`src/rtl/pwm_capture.sv`:
```
// PWM input capture: measures period and high time in clk cycles and reports duty in 0.1 % units.
// Optional 3-sample glitch filter after the synchronizer: define PWM_CAPTURE_GLITCH_FILTER_EN.
module pwm_capture #(
  parameter int SYS_FREQ    = 125,
  parameter int CNT_W       = 27,
  parameter int TIMEOUT_CYC = SYS_FREQ * 100000
) (
  input  logic             clk,
  input  logic             reset_n,
  input  logic             enable,
  input  logic             pwm_in,
  output logic [CNT_W-1:0] period_cnt,
  output logic [CNT_W-1:0] high_cnt,
  output logic [9:0]       duty,
  output logic             valid,
  output logic             no_signal,
  output logic             stuck_level
);

  localparam int DW = CNT_W + 10;
  localparam logic [CNT_W-1:0] K_ONE      = CNT_W'(1);
  localparam logic [CNT_W-1:0] K_TIMEOUT  = CNT_W'(TIMEOUT_CYC);
  localparam logic [DW-1:0]    K_THOUSAND = DW'(1000);

  typedef enum logic [1:0] {S_IDLE = 2'd0, S_HIGH = 2'd1, S_LOW = 2'd2} state_t;

  logic r_sync0, r_sync1, r_prev, r_rise, r_fall;
  logic w_level;

`ifdef PWM_CAPTURE_GLITCH_FILTER_EN
  logic r_h1, r_h2, r_filt;

  // Level moves only once three consecutive synchronized samples agree.
  assign w_level = ((r_sync1 == r_h1) && (r_h1 == r_h2)) ? r_sync1 : r_filt;

  always_ff @(posedge clk or negedge reset_n) begin
    if (!reset_n) begin
      r_h1   <= 1'b0;
      r_h2   <= 1'b0;
      r_filt <= 1'b0;
    end else begin
      r_h1   <= r_sync1;
      r_h2   <= r_h1;
      r_filt <= w_level;
    end
  end
`else
  assign w_level = r_sync1;
`endif

  always_ff @(posedge clk or negedge reset_n) begin
    if (!reset_n) begin
      r_sync0 <= 1'b0;
      r_sync1 <= 1'b0;
      r_prev  <= 1'b0;
      r_rise  <= 1'b0;
      r_fall  <= 1'b0;
    end else begin
      r_sync0 <= pwm_in;
      r_sync1 <= r_sync0;
      r_prev  <= w_level;
      r_rise  <= w_level & ~r_prev;
      r_fall  <= ~w_level & r_prev;
    end
  end

  state_t           r_state;
  logic [CNT_W-1:0] r_run, r_h_tmp, r_per_snap, r_high_snap, r_period, r_high;
  logic [DW-1:0]    r_rem, r_dsr;
  logic [9:0]       r_quo, r_duty;
  logic [3:0]       r_step;
  logic             r_busy, r_valid, r_no_sig, r_stuck;

  always_ff @(posedge clk or negedge reset_n) begin
    if (!reset_n) begin
      r_state     <= S_IDLE;
      r_run       <= '0;
      r_h_tmp     <= '0;
      r_per_snap  <= '0;
      r_high_snap <= '0;
      r_period    <= '0;
      r_high      <= '0;
      r_rem       <= '0;
      r_dsr       <= '0;
      r_quo       <= 10'd0;
      r_duty      <= 10'd0;
      r_step      <= 4'd0;
      r_busy      <= 1'b0;
      r_valid     <= 1'b0;
      r_no_sig    <= 1'b1;
      r_stuck     <= 1'b0;
    end else begin
      r_valid <= 1'b0;
      // Restoring divider: one quotient bit per cycle, then publish on the cycle after the last bit.
      if (r_busy) begin
        if (r_step != 4'd0) begin
          if (r_rem >= r_dsr) begin
            r_rem <= r_rem - r_dsr;
            r_quo <= {r_quo[8:0], 1'b1};
          end else begin
            r_quo <= {r_quo[8:0], 1'b0};
          end
          r_dsr  <= r_dsr >> 1;
          r_step <= r_step - 4'd1;
        end else begin
          r_busy   <= 1'b0;
          r_period <= r_per_snap;
          r_high   <= r_high_snap;
          r_duty   <= r_quo;
          r_valid  <= 1'b1;
          r_no_sig <= 1'b0;
        end
      end

      if (!enable) begin
        r_state <= S_IDLE;
        r_run   <= '0;
      end else begin
        case (r_state)
          S_IDLE: begin
            if (r_rise) begin
              r_state <= S_HIGH;
              r_run   <= K_ONE;
            end
          end
          S_HIGH: begin
            if (r_fall) begin
              r_h_tmp <= r_run;
              r_state <= S_LOW;
              r_run   <= r_run + K_ONE;
            end else if (r_run >= K_TIMEOUT) begin
              r_state  <= S_IDLE;
              r_no_sig <= 1'b1;
              r_stuck  <= w_level;
              r_duty   <= w_level ? 10'd1000 : 10'd0;
            end else begin
              r_run <= r_run + K_ONE;
            end
          end
          S_LOW: begin
            if (r_rise) begin
              r_state <= S_HIGH;
              r_run   <= K_ONE;
              // A period completing while the divider is still busy is dropped.
              if (!r_busy) begin
                r_per_snap  <= r_run;
                r_high_snap <= r_h_tmp;
                r_rem       <= DW'(r_h_tmp) * K_THOUSAND;
                r_dsr       <= DW'(r_run) << 9;
                r_quo       <= 10'd0;
                r_step      <= 4'd10;
                r_busy      <= 1'b1;
              end
            end else if (r_run >= K_TIMEOUT) begin
              r_state  <= S_IDLE;
              r_no_sig <= 1'b1;
              r_stuck  <= w_level;
              r_duty   <= w_level ? 10'd1000 : 10'd0;
            end else begin
              r_run <= r_run + K_ONE;
            end
          end
          default: begin
            r_state <= S_IDLE;
          end
        endcase
      end
    end
  end

  assign period_cnt  = r_period;
  assign high_cnt    = r_high;
  assign duty        = r_duty;
  assign valid       = r_valid;
  assign no_signal   = r_no_sig;
  assign stuck_level = r_stuck;

endmodule

```
`config.mk`:
```
export PLATFORM = sky130hd
export DESIGN_NAME = pwm_capture
export DESIGN_NICKNAME = d
export VERILOG_FILES = /design/src/rtl/pwm_capture.sv
export SDC_FILE = /design/constraint.sdc
export NUM_CORES = 1
export LEC_CHECK = 0
export ABC_AREA = 1
export CORE_UTILIZATION = 35
export DETAILED_ROUTE_END_ITERATION = 8
export GPL_TIMING_DRIVEN = 0
export SYNTH_ARGS = -nofsm -noshare
export SYNTH_HDL_FRONTEND = slang
export SYNTH_SLANG_ARGS = --single-unit
```
`constraint.sdc`:
```
create_clock -name clk -period 4.45 [get_ports clk]
set_input_delay 1.335 -clock clk [delete_from_list [all_inputs] [get_ports clk]]
set_output_delay 1.335 -clock clk [all_outputs]
set_load 0.05 [all_outputs]
```
==> results by group <==
Outcome
  – Status: finished clean

Floorplanning
  – Site row count: 86
  – Core outline area: 55,200 µm²
  – Initial Util: 0.355
  – Die Y: ~240 µm
  – Die width: between 200 and 250 µm
  – Ports: 71
  – DIE AREA: between 50,000 and 60,000 µm²

Synth
  – Yosys reg bits: between 200 and 300
  – Synth unique cells: between 40 and 50
  – Syn Nets: between 2,000 and 3,000
  – Area share of the largest cell type after synthesis: 0.344
  – Cell taking the most area after synthesis: dfrtp_1
  – Cell count after synthesis: 2,627
  – Synth Area per Inst: between 7 and 8 µm²
  – Post-synth EDFFs: 0
  – Synth cell count leaders: 748 x nand2_1, 469 x inv_1, 270 x dfrtp_1
  – Most frequent cell after synthesis: nand2_1
  – Synth area leaders: dfrtp_1 34%, nand2_1 14%, fa_1 10%, inv_1 9.0%, ha_1 7.6%
  – Synth Cell Area: 19,600 µm²
  – Syn. warnings: 0
  – Synth async-reset ratio: 1.00
  – Post-synth top flop: dfrtp_1
  – Seq/Total Area, Yosys: 0.346

Global route
  – Vias in the first global route: between 15,000 and 20,000
  – GRT Util Overall: 0.216
  – Gr ovfl total: 0
  – Initial antenna violation count: 0
  – Global-route wire length before repair: ~95 mm
  – Largest net degree at the start of global routing: about 130

CTS
  – # clock sinks: roughly 270
  – Clock Root Buffer: clkbuf_16
  – CTS tree: yes
  – H-tree levels: 2
  – Number of CTS-inserted buffers: 34
  – CTS Buffer Depth: 3
  – Clock Latency Late Sink: ~0.56 ns
  – CTS clk-pin slew, worst paths: ~0.060 ns
  – Cts hold-fix bufs: 0

Route
  – Drt drc: 0
  – Total number of vias: around 17,000
  – Wire length per cell: approximately 17 µm
  – Drt pass-1 iters: 6
  – Drt total wl: a little over 60 mm
  – DRT iter0 DRCs: between 1,000 and 1,500
  – Routed Antenna Nets: 0
  – Vias per inst: 4.95

Timing
  – Slew @ Worst Pin: roughly 1.3 ns
  – Worst clock skew: roughly 0.028 ns
  – RSZ-0062 raised after global routing: true
  – Final setup margin: ~0.09 ns
  – Slew margin rel.: 0.117
  – Tcrit/Tclk final: 0.979
  – Fin crit period: roughly 4.4 ns
  – F_max: approximately 230 MHz
  – Hold WS: between 0.3 and 0.4 ns
  – Slew Viols, Final: 0
  – Hold Fails Final Rpt: 0
  – Final setup viols: 0

Place
  – Post-DP HPWL: between 40 and 50 mm
  – Port bufs: 69
  – Inst Count DP: 3,446
  – Routability Congestion: slightly below 1
  – Pre-CTS setup slack: -0.253 ns

Setup path
  – Worst path cell trace: clkinvlp_4 > buf_4 > fa_1 > fa_1 > fa_1 > fa_1 > inv_1 > ha_4 > nand2_2 > o211ai_1 > nand2_1 > nand2_2 > nand3_1 > nand2_1 > nand2_1 > nand3_1 > nand2_1
  – Delay-heaviest family, CP: adder cells
  – Critical path arrival: about 4.8 ns
  – Critical Path End Type: register
  – WP buf/inv: 3
  – Crit Path Category: reg -> reg
  – Critical Path Slowest Stage Cell: fa_1
  – Critical Path Max Stage Delay: between 0.5 and 0.6 ns
  – Startpoint types: register
  – CP Max Fanout: 5
  – Crit path required time: between 4 and 5 ns

Layout
  – Final std cells w/o fill: between 3,000 and 4,000
  – Final #Nets: between 2,000 and 3,000
  – Area of the multi-input gates: 11,000 µm²
  – Fill cells: roughly 5,700
  – Seq. cell area: roughly 7000 µm²
  – Antenna Cells: 0
  – Layout cells sized above 1: 0.0894
  – Synth-to-layout area growth: 16.9%

Power
  – Tot Pwr: around 13 mW
  – Cell area power density: just under 600 nW/µm²
  – VDD IR max: 348 µV
  – Leakage power: about 12 nW

Run
  – Max-cap check violation count: 0

Min path
  – Hold WC Path Type: reg -> reg
## final cells by class
| class | instances | share of cell area |
|---|---|---|
| multi-input combinational | 1809 | 0.479 |
| sequential | 271 | 0.297 |
| inverter | 478 | 0.0803 |
| clock buffer | 47 | 0.0423 |
| timing repair buffer | 98 | 0.0416 |
| tap | 748 | 0.0408 |
| buffer | 69 | 0.0134 |
| clock inverter | 13 | 0.00567 |
## through the flow
stage	util	cell area, µm²	setup TNS [ns]
after floorplan	-	19600	0
after global placement	0.385	21200	-2644.25
after detailed placement	0.386	21300	-1.38
after CTS	0.407	22500	-0.00304
after global routing	0.415	22900	-0.0691
final	0.415	22900	0
## per-layer routing
layer	wire length (µm)	GRT usage	vias to the layer above
li1	-	-	8505
met1	27800	0.304	8409
met2	28100	0.344	502
met3	3650	0.0293	79
met4	1680	0.0674	0
met5	0	0	-
## path summary, 6_finish.rpt
check                                             from                    endpoint  slack (ns)  cells past startpoint
max in group asynchronous                      reset_n  period_cnt[22]$_DFFE_PN0P_        2.70                      2
min in group asynchronous                      reset_n          r_dsr[0]$_DFF_PN0_        0.75                      1
worst min-delay path                 r_sync0$_DFF_PN0_           r_sync1$_DFF_PN0_        0.35                      0
worst min register to register       r_sync0$_DFF_PN0_           r_sync1$_DFF_PN0_        0.35                      0
worst max-delay path            r_h_tmp[5]$_DFFE_PN0P_         r_rem[33]$_DFF_PN0_        0.09                     17
worst max register to register  r_h_tmp[5]$_DFFE_PN0P_         r_rem[33]$_DFF_PN0_        0.09                     17
## power by group
| part | switching [mW] | leakage [nW] | internal [mW] | total, mW |
|---|---|---|---|---|
| registers | 0.306 | 3.43 | 2.89 | 3.20 |
| logic | 4.93 | 7.70 | 2.57 | 7.50 |
| clock network | 1.14 | 0.540 | 1.60 | 2.74 |
## repair_timing
action / 4_1_cts / 5_1_grt
buffers inserted: 6 / 21
hold endpoints to repair: 0 / 0
resized for setup: 31 / 93
setup endpoints to repair: 12 / 20
pin swaps: 1 / 8
## logic make-up (layout without fill, tap and decap cells)
kind of cell,Yosys count,after routing,share of synthesized area
AO/OA/AOI/OAI,402,402,0.112
buffers and inverters,547,705,0.107
flip-flops,271,271,0.346
adder cells (fa/ha/maj),218,218,0.177
XOR/XNOR,29,29,0.0129
AND/OR/NAND/NOR,1160,1160,0.246
## state kept, by name (all words and copies together) (netlist names), 2 cells and up
| register | flops |
|---|---|
| r_state | 2 |
| r_high_snap | 27 |
| r_run | 27 |
| high_cnt | 27 |
| r_h_tmp | 27 |
| r_quo | 10 |
| r_step | 4 |
| period_cnt | 27 |
| r_per_snap | 27 |
| r_rem | 37 |
| r_dsr | 37 |
| duty | 10 |
## cell usage in the layout, fill, tap and decap left out, types with 11 or more instances in the layout
cell type	instances
buf_4	30
fa_1	98
nor2_1	166
nand4_1	22
nand3_1	149
o21ai_1	27
buf_2	11
clkbuf_16	35
o21ai_0	148
inv_1	448
nand2_2	23
a21oi_1	127
inv_2	12
dfrtp_1	253
nor2_2	17
clkbuf_1	53
xor2_1	21
a31oi_1	29
nand2_1	740
clkdlybuf4s50_1	68
nor3_1	13
dfrtp_2	17
ha_1	108
a21oi_2	15
inv_4	14
Note: power is estimated with default switching activity, not from simulation.
